**config.mk**
```make
export PLATFORM = sky130hd
export DESIGN_NAME = neuron_in_sequencer
export DESIGN_NICKNAME = d
export VERILOG_FILES = /design/src/rtl/neuron_pkg.sv /design/src/rtl/neuron_wbank.sv /design/src/rtl/neuron_in_sequencer.sv
export SDC_FILE = /design/constraint.sdc
export NUM_CORES = 1
export LEC_CHECK = 0
export ABC_AREA = 1
export CAP_MARGIN = 20
export CORE_MARGIN = 2
export CORE_UTILIZATION = 30
export DETAILED_ROUTE_END_ITERATION = 6
export GPL_TIMING_DRIVEN = 0
export SYNTH_ARGS = -nofsm -noshare
export SYNTH_HDL_FRONTEND = slang
export SYNTH_SLANG_ARGS = --single-unit
```
**constraint.sdc**
```tcl
create_clock -name clk -period 6.6 [get_ports clk]
set_input_delay 0.99 -clock clk [delete_from_list [all_inputs] [get_ports clk]]
set_output_delay 0.99 -clock clk [all_outputs]
set_load 0.02 [all_outputs]
```
**src/rtl/neuron_pkg.sv**
```systemverilog
// Shared constants and types for the output-neuron input sequencer.
// A frame is 13 signed Q4.12 feature words plus one constant bias tap (+1.0).
// Frames are packed LSB-first: tap k occupies bits [17k+16 : 17k].
package neuron_pkg;

  localparam int WORD_W           = 17;
  localparam int N_IN             = 13;
  localparam int N_TAP            = N_IN + 1;
  localparam int PIPE_LAT_DEFAULT = 8;
  localparam int FRAME_W          = N_TAP * WORD_W;

  // +1.0 in Q4.12, driven on the bias tap of every frame.
  localparam logic [WORD_W-1:0] BIAS_ONE = 17'h01000;

  // Tap / word index; wide enough for 0..15 so out-of-range writes can be seen.
  typedef logic [3:0] tap_idx_t;

  localparam tap_idx_t LAST_WORD = tap_idx_t'(N_IN - 1);
  localparam tap_idx_t LAST_TAP  = tap_idx_t'(N_TAP - 1);

  typedef enum logic {
    COLLECT = 1'b0,
    WAIT    = 1'b1
  } state_t;

  // Bit position of the LSB of tap k inside a packed frame.
  function automatic int tap(input int k);
    return k * WORD_W;
  endfunction

endpackage

```
**src/rtl/neuron_wbank.sv**
```systemverilog
// 14 x 17-bit weight bank for the output neuron.
// One synchronous write port; the snapshot output shows the bank as it will
// look after the current edge, so a frame launched on the same edge as a
// weight write picks up the new value.
module neuron_wbank
  import neuron_pkg::*;
(
  input  logic               clk,
  input  logic               rst,
  input  logic               i_we,
  input  tap_idx_t           i_addr,
  input  logic [WORD_W-1:0]  i_data,
  output logic [FRAME_W-1:0] o_snapshot
);

  logic [WORD_W-1:0] r_bank [N_TAP];
  logic              w_wr;

  // Addresses past the bias tap are silently dropped.
  assign w_wr = i_we && (i_addr <= LAST_TAP);

  // Bank storage: cleared by reset, otherwise updated by the write port.
  // NOTE: this small register file is reset because the weights feed w_out and
  // must read as zero after reset; pure data pipes gated by a valid count (such
  // as the collect slots in the top level) are left without reset.
  always_ff @(posedge clk) begin
    if (rst) begin
      for (int k = 0; k < N_TAP; k++) begin
        r_bank[k] <= '0;
      end
    end else if (w_wr) begin
      r_bank[i_addr] <= i_data;
    end
  end

  // Write-forwarded parallel view of the whole bank.
  always_comb begin
    o_snapshot = '0;
    for (int k = 0; k < N_TAP; k++) begin
      if (w_wr && (i_addr == tap_idx_t'(k))) begin
        o_snapshot[tap(k) +: WORD_W] = i_data;
      end else begin
        o_snapshot[tap(k) +: WORD_W] = r_bank[k];
      end
    end
  end

endmodule

```
**src/rtl/neuron_in_sequencer.sv**
```systemverilog
// Upstream feeder for the 14-tap output neuron.
// Collects 13 feature words from a valid/ready stream, launches one packed
// x/w frame (features + bias tap, weight snapshot), then waits PIPE_LAT
// cycles for the neuron pipeline and captures its activation as a
// single-cycle-valid result.
module neuron_in_sequencer
  import neuron_pkg::*;
#(
  parameter int PIPE_LAT = PIPE_LAT_DEFAULT
) (
  input  logic               clk,
  input  logic               rst,
  input  logic [WORD_W-1:0]  s_data,
  input  logic               s_valid,
  output logic               s_ready,
  input  logic               w_we,
  input  logic [3:0]         w_addr,
  input  logic [WORD_W-1:0]  w_data,
  output logic [FRAME_W-1:0] x_out,
  output logic [FRAME_W-1:0] w_out,
  output logic               ce_out,
  input  logic [WORD_W-1:0]  neuron_y,
  output logic [WORD_W-1:0]  y_out,
  output logic               y_valid,
  output logic               busy
);

  localparam int               LAT_W    = $clog2(PIPE_LAT + 1);
  localparam logic [LAT_W-1:0] LAT_ONE  = LAT_W'(1);
  localparam logic [LAT_W-1:0] LAT_DONE = LAT_W'(PIPE_LAT);

  state_t             r_state;
  state_t             w_state_next;
  tap_idx_t           r_word_cnt;
  logic [LAT_W-1:0]   r_lat_cnt;
  logic [WORD_W-1:0]  r_slot [N_IN-1];
  logic [FRAME_W-1:0] r_x_out;
  logic [FRAME_W-1:0] r_w_out;
  logic [WORD_W-1:0]  r_y_out;
  logic               r_y_valid;

  logic               w_collect;
  logic               w_busy;
  logic               w_capture;
  logic               w_accept;
  logic               w_last;
  logic [FRAME_W-1:0] w_frame;
  logic [FRAME_W-1:0] w_snapshot;

  // Acceptance is derived from the state register directly so it does not
  // loop back through the next-state logic.
  assign w_accept = s_valid && !rst && (r_state == COLLECT);
  assign w_last   = w_accept && (r_word_cnt == LAST_WORD);

  neuron_wbank u_wbank (
    .clk        (clk),
    .rst        (rst),
    .i_we       (w_we),
    .i_addr     (w_addr),
    .i_data     (w_data),
    .o_snapshot (w_snapshot)
  );

  // State register.
  // NOTE: all sequential state is written with <= so every register samples
  // the pre-edge values of its inputs regardless of block ordering.
  always_ff @(posedge clk) begin
    if (rst) begin
      r_state <= COLLECT;
    end else begin
      r_state <= w_state_next;
    end
  end

  // Next-state and per-state control outputs.
  // NOTE: every signal driven here gets a default first, so no path through
  // the case leaves one unassigned and no latch is inferred.
  always_comb begin
    w_state_next = r_state;
    w_collect    = 1'b0;
    w_busy       = 1'b0;
    w_capture    = 1'b0;
    unique case (r_state)
      COLLECT: begin
        w_collect = 1'b1;
        if (w_last) begin
          w_state_next = WAIT;
        end
      end
      WAIT: begin
        w_busy = 1'b1;
        if (r_lat_cnt == LAT_DONE) begin
          w_capture    = 1'b1;
          w_state_next = COLLECT;
        end
      end
      default: begin
        w_state_next = COLLECT;
      end
    endcase
  end

  // Ready is forced low while reset is held, independent of the state.
  assign s_ready = w_collect && !rst;
  assign busy    = w_busy;
  assign ce_out  = w_busy;

  // Frame assembly: words 0..11 from the slots, word 12 straight off the
  // stream on the launching edge, constant bias on the top tap.
  always_comb begin
    w_frame = '0;
    for (int k = 0; k < N_IN - 1; k++) begin
      w_frame[tap(k) +: WORD_W] = r_slot[k];
    end
    w_frame[tap(N_IN - 1) +: WORD_W]  = s_data;
    w_frame[tap(N_TAP - 1) +: WORD_W] = BIAS_ONE;
  end

  // Collect slots for words 0..11; the word count decides which are live.
  always_ff @(posedge clk) begin
    if (w_accept && !w_last) begin
      r_slot[r_word_cnt] <= s_data;
    end
  end

  // Counters, launched frame and captured activation.
  always_ff @(posedge clk) begin
    if (rst) begin
      r_word_cnt <= '0;
      r_lat_cnt  <= '0;
      r_x_out    <= '0;
      r_w_out    <= '0;
      r_y_out    <= '0;
      r_y_valid  <= 1'b0;
    end else begin
      r_y_valid <= w_capture;

      if (w_last) begin
        r_word_cnt <= '0;
        r_lat_cnt  <= LAT_ONE;
        r_x_out    <= w_frame;
        r_w_out    <= w_snapshot;
      end else if (w_accept) begin
        r_word_cnt <= r_word_cnt + tap_idx_t'(1);
      end

      if (w_capture) begin
        r_lat_cnt <= '0;
        r_y_out   <= neuron_y;
      end else if (r_state == WAIT) begin
        r_lat_cnt <= r_lat_cnt + LAT_ONE;
      end
    end
  end

  assign x_out   = r_x_out;
  assign w_out   = r_w_out;
  assign y_out   = r_y_out;
  assign y_valid = r_y_valid;

endmodule

```
==> out/metrics.cfg <==
[outcome]
outcome = finished, final reports clean

[place]
gp_congestion = 0.887
dpl_cell_area_sq_um = 43600
pre_cts_ws_ps = 1370
io_buffer_count = 539
hpwl_um = 91700

[sta]
rsz0062_at_grt = no
setup_viol = 0
skew_ps = 21.8
slew_headroom_pct = 15.9
fmax_mhz = 226
final-hold-violation-count = 0
fin_crit_sh_pct = 67.0
setup_tns_ps = 0
post-route-min-period_ps = 4420
worst_slack_ps = 2180
tightest_slew_ps = 1260
slew_viol_final = 0

[route]
firstDrtPassIters = 5
remaining_drc_errors = 0
viasPerCell = 4.59
drt_iter0_markers = 2353
vias = 28700
wirelength_um = 126000
ant_nets = 0
wl_per_cell_um = 20.1

[clock_tree]
ctsHoldBuffers = 0
clk-insertion-delay-late_ps = 680
cts_resized = 0
clockRootBuffer = clkbuf_16
cts_tree = built
clk_pin_slew_ps = 60
h-tree-depth = 3
cts_buffer_depth = 3
numCtsBuffers = 99
cts.sinks = 929
postCtsSetupBuffers = 0

[worst_setup_path]
worstPathArrival_ps = 4610
worstSetupPathType = in2reg
crit_path_start_kind = primary input
reg2reg_to = w_out[56]$_SDFFE_PP0P_
r2r_cells = 10
crit_family = buffers and inverters
path_buf_inv = 4
end_kind = flip-flop
path_cells = clkdlybuf4s50_1 -> inv_2 -> clkbuf_1 -> clkbuf_1 -> nand2_1
critPathMaxStageDelay_ps = 870
cp_max_fo = 17
crit_slowest_cell = clkbuf_1
worstPathRequired_ps = 6790
timing.rr.start = r_state$_SDFF_PP0_
startpoint = rst
crit_top_cell = clkbuf_1
regToRegSetupSlack_ps = 4100

[power]
p_leak_uw = 0.0212
clkPwrFrac_pct = 46.3
max-vdd-ir-drop_v = 0.000217
p_switching_uw = 2730
power.internal_uw = 9540
pwr-share-seq_pct = 50.1
swShare_pct = 22.3
power_density_nw_per_um2 = 261
combinationalPowerShare_pct = 3.6

[layout]
drive_above_1_share_pct = 8.00
final_area_sq_um = 47000
area_delta_synth_final_pct = 32.0
fin_nets = 4694

[yosys]
syn_area_per_cell_sq_um = 9.04
yosysTopAreaCell = edfxtp_1
ys_seq_area_share_pct = 64.6
yosys_warnings = 0
synth.distinct_cells = 27
syn_area_sq_um = 35600
netlist_instances = 3941
synth_seq_cells = 929
synth_top_area_share_pct = 37.2
synthTopCellsByArea = edfxtp_1 37%, dfxtp_1 27%, nor2_1 10%, nand2_1 6.4%, inv_1 5.2%

[worst_hold_path]
whs_path_depth = 2
hold_path_class = reg2reg
min_to = y_out[14]$_SDFFE_PP0P_
worstHoldStart = y_out[14]$_SDFFE_PP0P_

[floorplanning]
die_y_um = 349
initial_core_util_pct = 30.2
io_pins = 556
die_x_um = 349
die_area_sq_um = 122000
core_area_sq_um = 118000
placementRows = 126

[global_route]
antenna_found_initial = 10
grt_pass1_vias = 27100
busiest_layer = met2
grt_start_max_net_pins = 18
met2_usage_pct = 33.0
grt.total_usage_pct = 20.0
grt_overflow = 0
grt_use_met3_pct = 6.07
gr-usage-met1_pct = 24.7
grt_first_pass_wirelength_um = 180000

[job]
cap_violations = 0

[cells in the mapped netlist]
cell / count
a21boi_0: 3
a21oi_1: 6
buf_1: 9
buf_2: 84
buf_4: 48
buf_6: 5
clkbuf_1: 92
clkinv_1: 2
conb_1: 1
dfxtp_1: 487
edfxtp_1: 442
ha_1: 6
inv_1: 494
inv_2: 2
nand2_1: 609
nand2_2: 15
nand2_4: 1
nand3_1: 366
nand4_1: 3
nor2_1: 971
nor2_2: 16
nor2_4: 2
nor3_1: 1
nor3b_1: 1
o21ai_0: 272
o21ai_1: 2
or2_2: 1
[cell usage in the layout (no fill, tap or decap), types with 6 or more instances in the layout]
cell type,Yosys,routed
nor2_2,16,28
o21ai_0,272,271
buf_1,9,9
inv_1,494,494
nor2_1,971,959
clkbuf_16,0,102
buf_2,84,84
buf_8,0,20
bufinv_16,0,6
clkinv_1,2,6
dfxtp_1,487,487
nand2_1,609,609
a21oi_1,6,6
diode_2,0,9
clkinv_2,0,18
buf_4,48,48
clkbuf_1,92,116
conb_1,1,16
clkdlybuf4s50_1,0,539
nand2_2,15,15
clkbuf_8,0,19
ha_1,6,6
nand3_1,366,366
buf_16,0,13
edfxtp_1,442,442
[through the flow]
step | cells | hold WS (ps) | utilization (%) | total power, uW
5_1_grt | 6249 | 464 | 39.9 | 12600
2_1_floorplan | 3956 | 447 | - | 6450
6_report | 6258 | 453 | 39.9 | 12300
4_1_cts | 6246 | 452 | 39.8 | 12300
3_5_place_dp | 6061 | 440 | 37.0 | 6700
3_3_place_gp | 6031 | 437 | 36.5 | 6670
[layout make-up]
| cell class | count | area, sq um |
|---|---|---|
| multi-input combinational | 2291 | 9620 |
| clock inverter | 39 | 394 |
| timing repair buffer | 572 | 6050 |
| buffer | 238 | 1220 |
| inverter | 498 | 1870 |
| antenna | 9 | 22.5 |
| fill | 11700 | 70900 |
| clock buffer | 146 | 2910 |
| tap | 1536 | 1920 |
| sequential | 929 | 23000 |
[cells by family (layout without fill, tap and decap cells)]
logic type,Yosys count,in the layout,synth area share [%]
AOI/OAI and AO/OA,283,283,4.00
adders and majority gates,6,6,0.211
DFF,929,929,64.6
and+or+nand+nor,1986,1986,22.5
buffers and inverters,736,1493,8.66
other,1,25,0.0105
[power by group through the flow]
stage / sequential, uW / combinational, uW / clock [uW]
2_1_floorplan: 6260 / 185 / 0
3_3_place_gp: 6270 / 399 / 0
3_5_place_dp: 6270 / 432 / 0
4_1_cts: 6150 / 433 / 5750
5_1_grt: 6150 / 463 / 5970
6_report: 6150 / 440 / 5680
[registers in the layout, summed over array words and instances (netlist names)]
name / count
u_wbank.r_bank: 238
w_out: 238
x_out: 222
r_slot: 204
y_out: 17
r_lat_cnt: 4
r_word_cnt: 4
r_state: 1
y_valid: 1
[tightest hold or removal path, delay by kind of cell (launching register included)]
| family | cells | cell delay, ps |
|---|---|---|
| and+or+nand+nor | 2 | 100 |
| DFF | 1 | 310 |
[per-layer routing]
layer / vias to the layer above / wire [um]
li1: 13800 / -
met1: 13500 / 50700
met2: 1175 / 58800
met3: 212 / 12300
met4: 10 / 3690
met5: - / 67
[worst max-delay path by stage]
stage | endpoint | slack, ps | cells past startpoint
floorplan | u_wbank.r_bank[3][0]$_SDFFCE_PN0P_ | 3390 | 6
global placement | u_wbank.r_bank[3][4]$_SDFFCE_PN0P_ | 940 | 4
detailed placement | u_wbank.r_bank[9][7]$_SDFFCE_PN0P_ | 1370 | 5
CTS | u_wbank.r_bank[9][9]$_SDFFCE_PN0P_ | 2090 | 5
global route | u_wbank.r_bank[7][15]$_SDFFCE_PN0P_ | 1990 | 5
finish | u_wbank.r_bank[7][15]$_SDFFCE_PN0P_ | 2180 | 5
No activity file was read; power rests on OpenSTA's default activity.
